**src/rtl/vx_sideband_stash.sv**
```systemverilog
// Strips an S-bit sideband field from each request, parks it in an in-order FIFO,
// and splices the oldest parked field back into each returning response.
module vx_sideband_stash #(
  parameter int REQ_N   = 32,
  parameter int RSP_N   = 32,
  parameter int S       = 4,
  parameter int REQ_POS = 0,
  parameter int RSP_POS = 0,
  parameter int DEPTH   = 4
) (
  input  logic                     clk,
  input  logic                     reset,
  input  logic                     req_in_valid,
  input  logic [REQ_N+S-1:0]       req_in_data,
  output logic                     req_in_ready,
  output logic                     req_out_valid,
  output logic [REQ_N-1:0]         req_out_data,
  input  logic                     req_out_ready,
  input  logic                     rsp_in_valid,
  input  logic [RSP_N-1:0]         rsp_in_data,
  output logic                     rsp_in_ready,
  output logic                     rsp_out_valid,
  output logic [RSP_N+S-1:0]       rsp_out_data,
  input  logic                     rsp_out_ready,
  output logic [$clog2(DEPTH):0]   outstanding,
  output logic                     stash_full
);

  localparam int AW = $clog2(DEPTH);
  localparam int CW = AW + 1;
  localparam int IW = REQ_N + S;
  localparam int OW = RSP_N + S;

  if (S < 1) begin : g_bad_s
    $error("vx_sideband_stash: S must be >= 1");
  end
  if (DEPTH < 2 || (DEPTH & (DEPTH - 1)) != 0) begin : g_bad_depth
    $error("vx_sideband_stash: DEPTH must be a power of 2 and >= 2");
  end

  logic             req_out_valid_q, req_out_valid_d;
  logic [REQ_N-1:0] req_out_data_q, req_out_data_d;
  logic [AW-1:0]    wr_ptr_q, wr_ptr_d;
  logic [AW-1:0]    rd_ptr_q, rd_ptr_d;
  logic [CW-1:0]    count_q, count_d;
  logic [S-1:0]     stash_q [DEPTH];

  logic             pipe_ready, non_empty, push, pop;
  logic [IW-1:0]    req_mask, req_low, req_high;
  logic [REQ_N-1:0] req_stripped;
  logic [S-1:0]     req_field, head_field;
  logic [OW-1:0]    rsp_wide, rsp_mask;

  // Field removal/insertion via masks and shifts so REQ_POS/RSP_POS may sit at either end.
  always_comb begin
    req_mask     = (IW'(1) << REQ_POS) - IW'(1);
    req_low      = req_in_data & req_mask;
    req_high     = (req_in_data >> (REQ_POS + S)) << REQ_POS;
    req_stripped = REQ_N'(req_low | req_high);
    req_field    = S'(req_in_data >> REQ_POS);
  end

  assign head_field = stash_q[rd_ptr_q];

  always_comb begin
    rsp_wide     = OW'(rsp_in_data);
    rsp_mask     = (OW'(1) << RSP_POS) - OW'(1);
    rsp_out_data = ((rsp_wide & ~rsp_mask) << S) | (OW'(head_field) << RSP_POS)
                 | (rsp_wide & rsp_mask);
  end

  assign stash_full    = (count_q == CW'(DEPTH));
  assign non_empty     = (count_q != '0);
  assign pipe_ready    = !req_out_valid_q || req_out_ready;
  assign req_in_ready  = pipe_ready && !stash_full;
  assign push          = req_in_valid && req_in_ready;
  assign rsp_out_valid = rsp_in_valid && non_empty;
  assign rsp_in_ready  = rsp_out_ready && non_empty;
  assign pop           = rsp_in_valid && rsp_in_ready;

  assign req_out_valid = req_out_valid_q;
  assign req_out_data  = req_out_data_q;
  assign outstanding   = count_q;

  // NOTE: every always_comb target gets a default first so no path can infer a latch.
  always_comb begin
    req_out_valid_d = req_out_valid_q;
    req_out_data_d  = req_out_data_q;
    wr_ptr_d        = wr_ptr_q;
    rd_ptr_d        = rd_ptr_q;
    count_d         = count_q;
    if (pipe_ready) req_out_valid_d = push;
    if (push) begin
      req_out_data_d = req_stripped;
      wr_ptr_d       = wr_ptr_q + AW'(1);
    end
    if (pop) rd_ptr_d = rd_ptr_q + AW'(1);
    if (push && !pop)      count_d = count_q + CW'(1);
    else if (pop && !push) count_d = count_q - CW'(1);
  end

  // NOTE: state flops use non-blocking assignments so every flop samples pre-edge values.
  always_ff @(posedge clk or posedge reset) begin
    if (reset) begin
      req_out_valid_q <= 1'b0;
      req_out_data_q  <= '0;
      wr_ptr_q        <= '0;
      rd_ptr_q        <= '0;
      count_q         <= '0;
    end else begin
      req_out_valid_q <= req_out_valid_d;
      req_out_data_q  <= req_out_data_d;
      wr_ptr_q        <= wr_ptr_d;
      rd_ptr_q        <= rd_ptr_d;
      count_q         <= count_d;
    end
  end

  // NOTE: the field storage is not reset; count and pointers alone decide which entries are live.
  always_ff @(posedge clk) begin
    if (push) stash_q[wr_ptr_q] <= req_field;
  end

  a_no_pop_empty: assert property (@(posedge clk) disable iff (reset) pop |-> non_empty);
  a_no_push_full: assert property (@(posedge clk) disable iff (reset) push |-> !stash_full);

endmodule

```
**config.mk**
```make
export PLATFORM = sky130hd
export DESIGN_NAME = vx_sideband_stash
export DESIGN_NICKNAME = d
export VERILOG_FILES = /design/src/rtl/vx_sideband_stash.sv
export SDC_FILE = /design/constraint.sdc
export NUM_CORES = 1
export LEC_CHECK = 0
export CAP_MARGIN = 20
export CORE_UTILIZATION = 40
export DETAILED_ROUTE_END_ITERATION = 8
export GPL_ROUTABILITY_DRIVEN = 0
export PLACE_DENSITY_LB_ADDON = 0.1
export SLEW_MARGIN = 20
export SYNTH_ARGS = -nofsm -noshare
export SYNTH_HDL_FRONTEND = slang
export SYNTH_SLANG_ARGS = --single-unit
```
**constraint.sdc**
```tcl
create_clock -name clk -period 6.1 [get_ports clk]
set_input_delay 1.22 -clock clk [delete_from_list [all_inputs] [get_ports clk]]
set_output_delay 1.22 -clock clk [all_outputs]
set_load 0.05 [all_outputs]
```
==> flow_summary.json, run 1 <==
{
  "clock_path_buffers": 2,
  "timing.final.max_slew_violations": 0,
  "crit_path_max_incr_delay_ns": 0.80,
  "setup_violations": 0,
  "hold_buffers": 0,
  "rsz0062_at_grt": "no",
  "cts_sinks": 56,
  "fill_cells": 503,
  "die_w_um": 81.0,
  "die_area_mm2": 0.00656,
  "path_delay_family": "buffers and inverters",
  "critPathBufInv": 2,
  "grt_pass1_wl_mm": 7.18,
  "avgViaCountPerCell": 4.77,
  "fp.dieH_um": 81.0,
  "fin_worst_skew_ns": 0.00630,
  "required_ns": 4.88,
  "post-synth-top-area-cell": "dfrtp_1",
  "cts_setup_buffers": 0,
  "critPathLaunchType": "primary input",
  "critical_path_arrival_ns": 2.76,
  "hold_violations": 0,
  "synth_seq_cells": 56,
  "synth_edf_count": 16,
  "area_growth_pct": 30.8,
  "grt.overflow.total": 0,
  "slowest_stage": "clkdlybuf4s50_1",
  "async_reset_ff_share_pct": 71.4,
  "multi_input_area_um2": 716,
  "cts-resized-gates": 0,
  "dpl.hpwl_mm": 3.45,
  "htree_num_levels": 2,
  "period_share_pct": 65.2,
  "synth_cell_types": 23,
  "total_power_mw": 1.81,
  "drive_above_1_share_pct": 21.8,
  "peakVddDrop_uv": 275,
  "clk_latency_ns": 0.31,
  "synth_area_leaders": "dfrtp_1 40%, edfxtp_1 19%, mux2_2 14%",
  "synthCells": 163,
  "rows": 28,
  "cts_tree": "yes",
  "numCtsBuffers": 5,
  "maxCapViolCount": 0,
  "crit_path_end_kind": "output port",
  "run_status": "finished, final reports clean",
  "total_leakage_power_nw": 1.29,
  "powerDensity_mw_per_mm2": 553,
  "port_buffers": 85,
  "cp_common_cell": "clkdlybuf4s50_1",
  "min_period_ns": 3.98,
  "fin_tns_setup_ns": 0,
  "num_vias": 1408,
  "path_clk_slew_ns": 0.10,
  "post-route-drc-count": 0,
  "register_area_mm2": 0.00148,
  "grt_max_degree": 41,
  "ant_nets": 0,
  "critical_path_class": "in2out",
  "synth_area_mm2": 0.00250,
  "synth_nets": 243,
  "hold_ws_ns": 0.515,
  "final_common_cell": "clkdlybuf4s50_1",
  "final_util_pct": 54.8,
  "drtPass1Iterations": 4,
  "drt-wirelength-per-cell_um": 15.7,
  "grt_pass1_vias": 1513,
  "fmax_mhz": 251,
  "grtUsageTotal_pct": 14.5,
  "cp_cell_sequence": "clkdlybuf4s50_1, nand2b_1, and2_1, clkdlybuf4s50_1",
  "netlist.area_leader.share_pct": 40.1,
  "tightest_slew_ns": 0.520,
  "fin_nets": 299,
  "slew_headroom_pct": 65.2,
  "diodes": 0,
  "postRouteWirelength_mm": 4.62,
  "antenna_found_initial": 0,
  "first_iter_violations": 55,
  "cts_root_buf": "clkbuf_8",
  "avgSynthCellArea_um2": 15.3,
  "layout_common_cells": "85 x clkdlybuf4s50_1, 40 x dfrtp_1, 30 x mux2_2",
  "yosysSeqAreaShare_pct": 59.3,
  "io_pins": 150,
  "worstPathMaxFanout": 3,
  "initial_core_util_pct": 41.9,
  "synth_ff_type": "dfrtp_1",
  "core_mm2": 0.00596,
  "ys.warnings.count": 0,
  "hold_class": "reg2reg"
}
-- final cells by class --
type | instances | share of cell area [%]
flip-flops and latches | 56 | 45.4
inverters | 6 | 0.690
repair buffers | 86 | 26.3
clock inverters | 3 | 0.766
clock buffers | 5 | 2.11
well taps | 75 | 2.87
multi-input cells | 64 | 21.9
-- logic make-up after synthesis --
logic type | count (synthesis) | share of synthesized area [%]
xor gates and xnor gates | 6 | 2.11
AOI/OAI and AO/OA | 3 | 0.902
muxes | 38 | 19.5
and+or+nand+nor | 11 | 2.81
buffers and inverters | 43 | 12.0
DFF | 56 | 59.3
adders and majority gates | 6 | 3.31
-- worst register-to-register path: cells and delay by family, from the launching register on --
kind          cells  cell delay [ns]
fa+ha+maj         2             0.66
xor+xnor          2             0.31
buf+inv           1             0.06
flops             1             0.48
simple gates      3             0.86
-- synth_stat cells (4+ instances only) --
cell	number
and2_1	5
buf_4	32
dfrtp_1	40
edfxtp_1	16
ha_1	5
inv_1	6
mux2_2	30
mux2_4	4
mux4_2	4
xnor2_1	4
-- power by group --
group	switching (mW)	internal, mW	total (mW)	leakage (nW)
registers	0.0920	0.517	0.609	0.612
clock network	0.123	0.0839	0.207	0.0452
logic	0.604	0.385	0.989	0.636
total	0.819	0.987	1.81	1.29
-- registers in the layout, summed over array words and instances (netlist names) --
| register | count |
|---|---|
| stash_q | 16 |
| req_out_data | 32 |
| req_out_valid | 1 |
| rd_ptr_q | 2 |
| wr_ptr_q | 2 |
| outstanding | 3 |
-- stage by stage --
stage | worst slack, ns | instance area [µm²] | instances
2_1_floorplan | 3.12 | 2500 | 163
3_3_place_gp | 2.17 | 3170 | 287
3_5_place_dp | 2.12 | 3170 | 287
4_1_cts | 2.12 | 3270 | 295
5_1_grt | 2.07 | 3270 | 295
6_report | 2.12 | 3270 | 295
-- routing by layer --
metal | up-vias | part of all wire [%] | wire length (µm) | GRT usage [%]
met5 | - | 0 | 0 | 0
met4 | 0 | 3.2 | 146 | 6.25
met3 | 31 | 9.3 | 431 | 5.28
met2 | 61 | 50 | 2330 | 22.9
met1 | 679 | 37 | 1710 | 17.7
li1 | 637 | - | - | -
-- final timing paths --
| check | to | cells after the start | start | slack (ns) |
|---|---|---|---|---|
| min in group asynchronous | req_out_data[6] | 3 | reset | 1.33 |
| setup reg to reg | outstanding[2] | 8 | outstanding[0] | 3.66 |
| hold reg to reg | req_out_data[18] | 1 | req_out_data[18] | 0.52 |
| hold / removal | req_out_data[18] | 1 | req_out_data[18] | 0.52 |
| setup / recovery | req_in_ready | 4 | req_out_ready | 2.12 |
| max in group asynchronous | req_out_data[13] | 3 | reset | 4.42 |
(Power assumes the default switching activity.)
==> run 2: changes to the inputs <==
- CORE_UTILIZATION: 40 -> 34
- clock period: 6.1 -> 3.5 ns (I/O delays scaled with it)
==> run 2 against run 1 <==
Effect of this change: first-iteration DRC count fell by 78%; largest cell class unchanged; largest power group unchanged; register-to-register slack lost 2.4 ns; core utilization down 7.1 points; critical path type unchanged; non-clock buffer count grew 1.
==> flow_summary.json, run 2 (synthesis gave the netlist of run 1 again) <==
{
  "run_status": "finished, final reports clean",
  "slowest_stage": "clkdlybuf4s50_1",
  "critical_path_arrival_ns": 2.22,
  "critical_path_class": "in2out",
  "clk_latency_ns": 0.30,
  "dpl.hpwl_mm": 3.58,
  "drt-wirelength-per-cell_um": 14.9,
  "period_share_pct": 83.5,
  "clock_path_buffers": 2,
  "tightest_slew_ns": 0.868,
  "core_mm2": 0.00694,
  "critPathLaunchType": "primary input",
  "critPathBufInv": 2,
  "required_ns": 2.80,
  "peakVddDrop_uv": 474,
  "cts_tree": "yes",
  "grt.overflow.total": 0,
  "min_period_ns": 2.92,
  "cp_num_cells": 4,
  "rows": 30,
  "r2r_slack_ns": 1.31,
  "total_leakage_power_nw": 1.31,
  "hold_buffers": 0,
  "path_clk_slew_ns": 0.10,
  "fill_cells": 598,
  "powerDensity_mw_per_mm2": 967,
  "initial_core_util_pct": 35.9,
  "worstPathMaxFanout": 3,
  "avgViaCountPerCell": 4.39,
  "cp-startpoint": "req_out_ready",
  "cts_sinks": 56,
  "num_vias": 1392,
  "grtUsageTotal_pct": 13.1,
  "die_w_um": 87.7,
  "hold_violations": 0,
  "largest_reg_flops": 32,
  "crit_path_max_incr_delay_ns": 0.80,
  "setup_violations": 0,
  "fin_tns_setup_ns": 0,
  "cts-resized-gates": 0,
  "register_area_mm2": 0.00148,
  "path_delay_family": "buffers and inverters",
  "r2r-start": "outstanding[0]",
  "r2r_cells": 6,
  "final_common_cell": "clkdlybuf4s50_1",
  "port_buffers": 85,
  "diodes": 0,
  "first_iter_violations": 12,
  "fmax_mhz": 342,
  "post-route-drc-count": 0,
  "slew_headroom_pct": 42.1,
  "area_growth_pct": 32.9,
  "cts_root_buf": "clkbuf_8",
  "rr_endpoint": "outstanding[1]",
  "antenna_found_initial": 0,
  "io_pins": 150,
  "cp_cell_sequence": "clkdlybuf4s50_1, nand2b_1, and2_1, clkdlybuf4s50_1",
  "htree_num_levels": 2,
  "cp_common_cell": "clkdlybuf4s50_1",
  "grt_pass1_wl_mm": 7.52,
  "postRouteWirelength_mm": 4.73,
  "endpoint": "req_in_ready",
  "rsz0062_at_grt": "no",
  "crit_path_end_kind": "output port",
  "ant_nets": 0,
  "fin_worst_skew_ns": 0.0148,
  "grt_pass1_vias": 1551,
  "fp.dieH_um": 87.7,
  "drive_above_1_share_pct": 21.7,
  "multi_input_area_um2": 716,
  "hold_class": "reg2reg",
  "total_power_mw": 3.21,
  "drtPass1Iterations": 3,
  "die_area_mm2": 0.00769,
  "fin_nets": 300,
  "cts_setup_buffers": 0,
  "layout_common_cells": "85 x clkdlybuf4s50_1, 40 x dfrtp_1, 30 x mux2_2",
  "grt_max_degree": 39,
  "maxCapViolCount": 0,
  "timing.final.max_slew_violations": 0,
  "numCtsBuffers": 5
}
[run 2: metrics by stage]
stage / hold slack (ns) / setup slack [ns] / area (µm²) / util [%] / std cells
2_1_floorplan: 0.531 / 0.927 / 2500 / - / 163
3_3_place_gp: 0.488 / 0.609 / 3210 / 46.2 / 309
3_5_place_dp: 0.495 / 0.583 / 3210 / 46.2 / 309
4_1_cts: 0.519 / 0.575 / 3320 / 47.8 / 317
5_1_grt: 0.542 / 0.539 / 3320 / 47.8 / 317
6_report: 0.515 / 0.578 / 3320 / 47.8 / 317
[run 2: layout make-up]
type                            count  area share (%)
Tap cell                           96            3.62
Inverter                            6           0.679
Sequential cell                    56            44.7
Multi-Input combinational cell     64            21.6
Clock buffer                        5            2.07
Timing Repair Buffer               87            26.1
Clock inverter                      3            1.28
[run 2: worst reg2reg max path: stages, from the launching register on]
cell and delay [ns]:
dfrtp_1 0.48, or3b_1 0.45, and3_4 0.20, ha_1 0.21, inv_1 0.07, fa_1 0.41
mux2_2 0.27
[run 2: power breakdown]
part / switching (mW) / internal, mW / leakage (nW)
clock network: 0.203 / 0.212 / 0.0558
logic: 1.05 / 0.675 / 0.641
registers: 0.162 / 0.902 / 0.612
total: 1.42 / 1.79 / 1.31
[run 2: worst min path at each step]
stage,from,to,depth (start not counted)
2_1_floorplan,rd_ptr_q[1],rd_ptr_q[1],1
3_3_place_gp,req_out_data[26],req_out_data[26],1
3_5_place_dp,req_out_data[7],req_out_data[7],1
4_1_cts,req_out_data[2],req_out_data[2],1
5_1_grt,req_out_data[1],req_out_data[1],1
6_report,req_out_data[26],req_out_data[26],1
[run 2: per-layer routing]
metal / global-route usage [%] / up-vias / part of all wire (%)
li1: - / 642 / -
met1: 14.8 / 664 / 39
met2: 20.4 / 71 / 47
met5: 0 / - / 0
met4: 5.37 / 0 / 1.9
met3: 7.63 / 15 / 12
==> run 3: changes to the inputs <==
- clock period: 3.5 -> 2.5 ns (I/O delays scaled with it)
==> run 3 against run 2 <==
Effect of this change: die area did not move; cell area about the same; count of clock-buffer cells in the layout is 2 higher; combinational power rose by 42%; wire length rose by 4.5%; core utilization hardly changed; via count rose by 1.4%; cell count rose by 0.32%; sequential power is 42% higher; sequential share of layout area grew 0.096 points; worst setup slack worse by 0.40 ns.
==> flow_summary.json, run 3 (synthesis gave the netlist of run 1 again) <==
{
  "rr_endpoint": "outstanding[1]",
  "ant_nets": 0,
  "grt.overflow.total": 0,
  "cts_root_buf": "clkbuf_8",
  "grt_max_degree": 41,
  "critPathLaunchType": "register",
  "timing.final.max_slew_violations": 0,
  "fin_worst_skew_ns": 0.00813,
  "critical_path_class": "reg2out",
  "fill_cells": 616,
  "critical_path_arrival_ns": 1.82,
  "r2r_slack_ns": 0.36,
  "hold_violations": 0,
  "cts-resized-gates": 2,
  "fin_ws_ns": 0.179,
  "tightest_slew_ns": 0.529,
  "final_common_cell": "clkdlybuf4s50_1",
  "grt_pass1_vias": 1632,
  "core_mm2": 0.00694,
  "port_buffers": 85,
  "rows": 30,
  "diodes": 0,
  "required_ns": 2.00,
  "drt-wirelength-per-cell_um": 15.5,
  "cts_setup_buffers": 0,
  "clock_path_buffers": 2,
  "hold_buffers": 0,
  "period_share_pct": 92.8,
  "cts_sinks": 56,
  "post-place-ws_ns": 0.0468,
  "path_clk_slew_ns": 0.09,
  "maxCapViolCount": 0,
  "r2r-start": "outstanding[0]",
  "setup_violations": 0,
  "fin_cells": 318,
  "drtPass1Iterations": 3,
  "worstHoldPathCells": 1,
  "crit_path_end_kind": "output port",
  "clk_latency_ns": 0.30,
  "cts_tree": "yes",
  "hold_start": "req_out_data[19]",
  "antenna_found_initial": 0,
  "run_status": "finished, final reports clean",
  "grt_pass1_wl_mm": 8.09,
  "avgViaCountPerCell": 4.44,
  "num_vias": 1411,
  "postRouteWirelength_mm": 4.94,
  "min_period_ns": 2.32,
  "largest_reg_flops": 32,
  "fin_nets": 301,
  "die_w_um": 87.7,
  "numCtsBuffers": 5,
  "drive_above_1_share_pct": 25.7,
  "r2r_cells": 6,
  "grtUsageTotal_pct": 14.0,
  "peakVddDrop_uv": 604,
  "final_util_pct": 47.8,
  "layout_common_cells": "77 x clkdlybuf4s50_1, 37 x dfrtp_1, 30 x mux2_2",
  "total_leakage_power_nw": 1.32,
  "post-route-drc-count": 0,
  "dpl.hpwl_mm": 3.65,
  "rsz0062_at_grt": "no",
  "hold_class": "reg2reg",
  "die_area_mm2": 0.00769,
  "fp.dieH_um": 87.7,
  "initial_core_util_pct": 35.9,
  "hold_end": "req_out_data[19]",
  "worstPathMaxFanout": 6,
  "powerDensity_mw_per_mm2": 1330,
  "place_inst": 310,
  "area_growth_pct": 32.9,
  "first_iter_violations": 49,
  "fin_tns_setup_ns": 0,
  "htree_num_levels": 2,
  "slew_headroom_pct": 64.6,
  "io_pins": 150,
  "fmax_mhz": 431
}
-- run 3: cell count changes in the layout (fill, tap and decap cells not counted) --
| cell | previous run | this run |
|---|---|---|
| buf_12 | 0 | 3 |
| clkinv_2 | 0 | 1 |
| clkinv_4 | 1 | 0 |
| bufinv_16 | 1 | 0 |
| buf_4 | 2 | 6 |
| clkdlybuf4s50_1 | 85 | 77 |
| clkinv_1 | 1 | 0 |
| clkbuf_1 | 0 | 2 |
| dlygate4sd2_1 | 0 | 2 |
| dfrtp_1 | 40 | 37 |
| dfrtp_2 | 0 | 3 |
-- run 3: where the power goes --
group | switching, mW | leakage [nW] | internal [mW]
Sequential | 0.234 | 0.609 | 1.27
Clock | 0.264 | 0.0422 | 0.197
Combinational | 1.49 | 0.669 | 0.957
-- run 3: worst max-delay path by stage --
stage / end / slack [ns] / cells past startpoint / from
global placement: outstanding[2] / 0.16 / 9 / req_out_ready
finish: rsp_out_data[2] / 0.18 / 2 / rd_ptr_q[0]
global route: rsp_out_data[2] / 0.08 / 2 / rd_ptr_q[0]
detailed placement: outstanding[2] / 0.05 / 9 / req_out_ready
floorplan: outstanding[1] / 0.05 / 8 / outstanding[0]
CTS: rsp_out_data[2] / 0.13 / 2 / rd_ptr_q[0]
-- run 3: critical path, stage by stage (launching register included) --
cell,delay (ns)
dfrtp_1,0.54
mux4_2,0.54
dlygate4sd2_1,0.44
-- run 3: layer usage --
metal | vias up | part of all wire (%) | track usage, %
met2 | 75 | 45 | 20.5
met5 | - | 0 | 0
met1 | 679 | 41 | 17.1
li1 | 640 | - | -
met3 | 17 | 11 | 7.92
met4 | 0 | 2.7 | 5.66
-- run 3: cell type report --
type | count | area, µm² | share of cell area (%)
tap | 96 | 120 | 3.62
multi-input combinational | 64 | 716 | 21.6
clock inverter | 1 | 5.00 | 0.151
inverter | 6 | 22.5 | 0.679
clock buffer | 7 | 76.3 | 2.30
timing repair buffer | 88 | 893 | 26.9
sequential | 56 | 1490 | 44.8
-- run 3: through the flow --
step | power, mW | cell area [µm²] | hold WS [ns]
global placement | 3.96 | 3240 | 0.491
detailed placement | 4.00 | 3240 | 0.498
CTS | 4.47 | 3320 | 0.521
global route | 4.65 | 3320 | 0.536
finish | 4.42 | 3320 | 0.514
floorplan | 3.29 | 2500 | 0.531
